$ cat src/rtl/tbird_monitor.sv
// Tail-light sequence monitor: tracks left/right/hazard lamp patterns, flags
// illegal transitions and keeps saturating counts of completed sequences and errors.
module tbird_monitor #(
    parameter int CNT_W = 8
) (
    input  logic             clk,
    input  logic             reset,
    input  logic [5:0]       y,
    output logic [1:0]       mode,
    output logic [1:0]       phase,
    output logic             seq_done,
    output logic             err,
    output logic             err_sticky,
    output logic [CNT_W-1:0] done_cnt,
    output logic [CNT_W-1:0] err_cnt
);

    typedef enum logic [2:0] {
        IDLE = 3'd0,
        L1   = 3'd1,
        L2   = 3'd2,
        L3   = 3'd3,
        R1   = 3'd4,
        R2   = 3'd5,
        R3   = 3'd6,
        HAZ  = 3'd7
    } state_t;

    localparam logic [5:0] Y_DARK = 6'b000000;
    localparam logic [5:0] Y_L1   = 6'b001000;
    localparam logic [5:0] Y_L2   = 6'b011000;
    localparam logic [5:0] Y_L3   = 6'b111000;
    localparam logic [5:0] Y_R1   = 6'b000100;
    localparam logic [5:0] Y_R2   = 6'b000110;
    localparam logic [5:0] Y_R3   = 6'b000111;
    localparam logic [5:0] Y_HAZ  = 6'b111111;
    localparam logic [CNT_W-1:0] CNT_MAX = {CNT_W{1'b1}};
    localparam logic [CNT_W-1:0] CNT_ONE = CNT_W'(1);

    state_t     state_r;
    state_t     next_state_s;
    logic       done_s;
    logic       err_s;
    logic [1:0] mode_s;
    logic [1:0] phase_s;

    // Sequence entry decode, shared by IDLE and by resync after an error.
    function automatic state_t entry_state(input logic [5:0] yv);
        case (yv)
            Y_L1:    entry_state = L1;
            Y_R1:    entry_state = R1;
            Y_HAZ:   entry_state = HAZ;
            default: entry_state = IDLE;
        endcase
    endfunction

    // Next-state decode with error and completion detection.
    always_comb begin
        next_state_s = entry_state(y);
        done_s       = 1'b0;
        err_s        = 1'b0;
        case (state_r)
            IDLE: begin
                if (y != Y_DARK && entry_state(y) == IDLE) begin
                    err_s = 1'b1;
                end else begin
                    err_s = 1'b0;
                end
            end
            L1: begin
                if (y == Y_L2) next_state_s = L2;
                else           err_s = 1'b1;
            end
            L2: begin
                if (y == Y_L3) next_state_s = L3;
                else           err_s = 1'b1;
            end
            R1: begin
                if (y == Y_R2) next_state_s = R2;
                else           err_s = 1'b1;
            end
            R2: begin
                if (y == Y_R3) next_state_s = R3;
                else           err_s = 1'b1;
            end
            L3, R3, HAZ: begin
                // Only a return to dark completes; anything else resyncs.
                if (y == Y_DARK) done_s = 1'b1;
                else             err_s  = 1'b1;
            end
            default: begin
                next_state_s = IDLE;
                err_s        = 1'b1;
            end
        endcase
    end

    // Map the state being entered to its mode/phase encoding.
    always_comb begin
        mode_s  = 2'd0;
        phase_s = 2'd0;
        case (next_state_s)
            L1:      begin mode_s = 2'd1; phase_s = 2'd1; end
            L2:      begin mode_s = 2'd1; phase_s = 2'd2; end
            L3:      begin mode_s = 2'd1; phase_s = 2'd3; end
            R1:      begin mode_s = 2'd2; phase_s = 2'd1; end
            R2:      begin mode_s = 2'd2; phase_s = 2'd2; end
            R3:      begin mode_s = 2'd2; phase_s = 2'd3; end
            HAZ:     begin mode_s = 2'd3; phase_s = 2'd0; end
            default: begin mode_s = 2'd0; phase_s = 2'd0; end
        endcase
    end

    // State register and registered outputs with saturating counters.
    always_ff @(posedge clk) begin
        if (reset) begin
            state_r    <= IDLE;
            mode       <= 2'd0;
            phase      <= 2'd0;
            seq_done   <= 1'b0;
            err        <= 1'b0;
            err_sticky <= 1'b0;
            done_cnt   <= '0;
            err_cnt    <= '0;
        end else begin
            state_r    <= next_state_s;
            mode       <= mode_s;
            phase      <= phase_s;
            seq_done   <= done_s;
            err        <= err_s;
            err_sticky <= err_sticky | err_s;
            if (done_s && done_cnt != CNT_MAX) done_cnt <= done_cnt + CNT_ONE;
            else                               done_cnt <= done_cnt;
            if (err_s && err_cnt != CNT_MAX)   err_cnt  <= err_cnt + CNT_ONE;
            else                               err_cnt  <= err_cnt;
        end
    end

endmodule

$ cat config.mk
export PLATFORM = sky130hd
export DESIGN_NAME = tbird_monitor
export DESIGN_NICKNAME = d
export VERILOG_FILES = /design/src/rtl/tbird_monitor.sv
export SDC_FILE = /design/constraint.sdc
export NUM_CORES = 1
export LEC_CHECK = 0
export ABC_CLOCK_PERIOD_IN_PS = 2000
export CAP_MARGIN = 20
export CORE_MARGIN = 2
export CORE_UTILIZATION = 43
export DETAILED_ROUTE_END_ITERATION = 8
export GPL_TIMING_DRIVEN = 0
export PLACE_DENSITY = 0.8
export SLEW_MARGIN = 0
export SYNTH_ARGS = -nofsm -noshare
export SYNTH_HDL_FRONTEND = slang
export SYNTH_SLANG_ARGS = --single-unit
$ cat constraint.sdc
create_clock -name clk -period 2 [get_ports clk]
set_input_delay 0.5 -clock clk [delete_from_list [all_inputs] [get_ports clk]]
set_output_delay 0.5 -clock clk [all_outputs]
set_load 0.005 [all_outputs]
==> reports/results.tsv, run 1 <==
metric	value	unit
outcome	completed	
io_buffer_count	28	
startpoint_type	input port	
max_freq	508	MHz
synth.cell_area	0.00127	sq mm
pin_count	31	
cts_hold_buffers	0	
fin_skew	13.8	ps
worst_path_max_delay_cell	or3_4	
synth_top_area_share	40.9	%
syn_to_final_growth	31.0	%
fillers	255	
yosys.area.top_type	dfxtp_1	
synth_warnings	0	
synth-edff-count	0	
synth_compound_area_share	15.7	%
slew_headroom	64.7	%
clock_latency	310	ps
cts_tree	done	
drive_gt1_share	15.9	%
hold_path.class	register to register	
ir_worst_vdd	0.000495	V
grt_max_degree	15	
whs_path_depth	2	
synth_fa_ha_area_share	1.97	%
num_rows	19	
period_minus_slack	1970	ps
finalNetCount	193	
synthTopCellsByCount	dfxtp_1, nor2_1, nand2_1	
power	0.904	mW
powerDensity	543	mW/mm^2
whs	510	ps
antenna_left	0	
finalHoldViolations	0	
synth_xor_area_share	6.89	%
avgSynthCellArea	8.65	sq um
synthesis.nets	157	
antenna_found_initial	0	
clock_sinks	26	
crit_arrival	2170	ps
drv_slew	0	
cts_made_buffers	3	
die_w	58.4	um
grt_util_all_layers	18.1	%
fp.dieH	58.4	um
routed_wl	2940	um
required	2210	ps
ys_ff_latch	26	
synth_ff_type	dfxtp_1	
end_kind	register	
postSynthCellCount	147	
overflow	0	
grt_pass1_vias	1128	
drtIter0Drc	59	
synth_top_family_by_area	simple AND/OR/NAND/NOR gates	
coreArea	0.00278	sq mm
num_antenna_cells	0	
route.vias.total	1218	
reg2regPathDepth	7	
crit_fanout	7	
grt_pass1_wl	4760	um
path_class	input port to register	
post-dp-hpwl	2130	um
max_stage_delay	410	ps
htree_levels	1	
reg2reg_from	state_r[1]	
dieArea	0.00341	sq mm
synthSimpleGateAreaFrac	29.7	%
min_from	err_sticky	
drc	0	
worstMarginPinSlew	530	ps
synthArstFlopShare	0	%
setup_viol	0	
clk_pin_slew	130	ps
cts_max_path_buffers	2	
synthMuxAreaShare	1.57	%
synth_area_leaders	dfxtp_1, nor2_1, xor2_1	
yosysSeqAreaShare	40.9	%
path_cells	clkdlybuf4s15_2 > or3_4 > o311a_1 > a31o_1 > o21ai_2 > buf_6 > mux2i_1 > nor2_1	
root_buffer	clkbuf_4	
firstDrtPassIters	4	
via_per_inst	5.72	
routedWlPerCell	13.8	um
leakagePower	0.609	nW
gp_congestion	0.839	
period_share	98.3	%
layout_setup_ws	33.4	ps
yosysMostFrequentCell	dfxtp_1	
setup.worst_path.start	y[2]	
initial_utilization	45.7	%
yosysUniqueCellTypes	43	
dp_slack	-691	ps
drv_cap	0	
critical path, delay by kind of cell:
kind            cells  cell delay, ps
simple gates        2             460
compound gates      3             680
mux                 1             170
buf+inv             2             370
area by class of cell:
cell class	instances	area, sq um	area share (%)
buffer	5	27.5	1.65
clock buffer	4	36.3	2.18
inverter	2	7.51	0.451
multi-input combinational	113	731	43.9
sequential	26	523	31.4
tap	31	38.8	2.33
timing repair buffer	32	302	18.1
through the flow:
step	std cells	setup TNS, ps	util (%)	area, sq um
after floorplan	147	0	-	1280
after global placement	206	-10350	57.4	1600
after detailed placement	206	-11160	57.4	1600
after CTS	214	0	59.6	1660
after global routing	213	-40.2	59.9	1670
final	213	0	59.9	1670
kinds of logic (layout without fill, tap and decap cells):
group                      count (synthesis)  in the layout
buffers and inverters                      8             43
DFF                                       26             26
and+or+nand+nor                           70             70
adders and majority gates                  2              2
AOI/OAI and AO/OA                         29             29
muxes                                      2              2
xor gates and xnor gates                  10             10
what timing repair did:
| item | in CTS | in global routing |
|---|---|---|
| cloned | 1 | 0 |
| setup buffers | 3 | 0 |
| resized for setup | 9 | 9 |
| setup endpoints to repair | 20 | 12 |
| pin swaps | 2 | 3 |
cells in the final DEF, fill, tap and decap left out, drive strengths merged, types with 2 or more instances in the layout:
master | Yosys | routed
a21oi | 9 | 9
a31oi | 2 | 2
and3 | 6 | 6
buf | 3 | 6
clkbuf | 3 | 9
clkdlybuf4s15 | 0 | 2
clkdlybuf4s50 | 0 | 23
dfxtp | 26 | 26
ha | 2 | 2
inv | 2 | 2
mux2i | 2 | 2
nand2 | 9 | 9
nand3 | 6 | 6
nand4 | 7 | 7
nor2 | 21 | 21
nor2b | 2 | 2
nor3 | 5 | 5
nor4 | 2 | 2
o21ai | 8 | 8
o311a | 2 | 2
or2 | 3 | 3
or3 | 6 | 6
xnor2 | 2 | 2
xor2 | 8 | 8
routing by layer:
metal | GRT usage (%) | vias to the layer above | routed length [um]
met5 | 0 | - | 0
met4 | 10.3 | 0 | 54
met3 | 3.30 | 6 | 216
met2 | 28.4 | 46 | 1410
met1 | 23.3 | 563 | 1250
li1 | - | 603 | -
where the power goes:
part           switching (mW)  internal (mW)
Clock                   0.140          0.111
Combinational          0.0537         0.0556
Sequential             0.0124          0.531
Total                   0.206          0.697
path summary, 6_finish.rpt:
| path | end | slack (ps) |
|---|---|---|
| max | err_cnt[1] | 30 |
| min reg2reg | err_sticky | 510 |
| max reg2reg | err_cnt[4] | 170 |
| min | err_sticky | 510 |
registers in the layout (all words and copies together), names as in the netlist:
signal,flops
done_cnt,8
err_cnt,8
state_r,3
mode,2
phase,2
err,1
err_sticky,1
seq_done,1
No activity file was read; power rests on OpenSTA's default activity.
==> run 2: changes to the inputs <==
- CAP_MARGIN: 20 -> not set
==> results of run 2 <==
Final layout, timing and power as in run 1 (identical DEF).
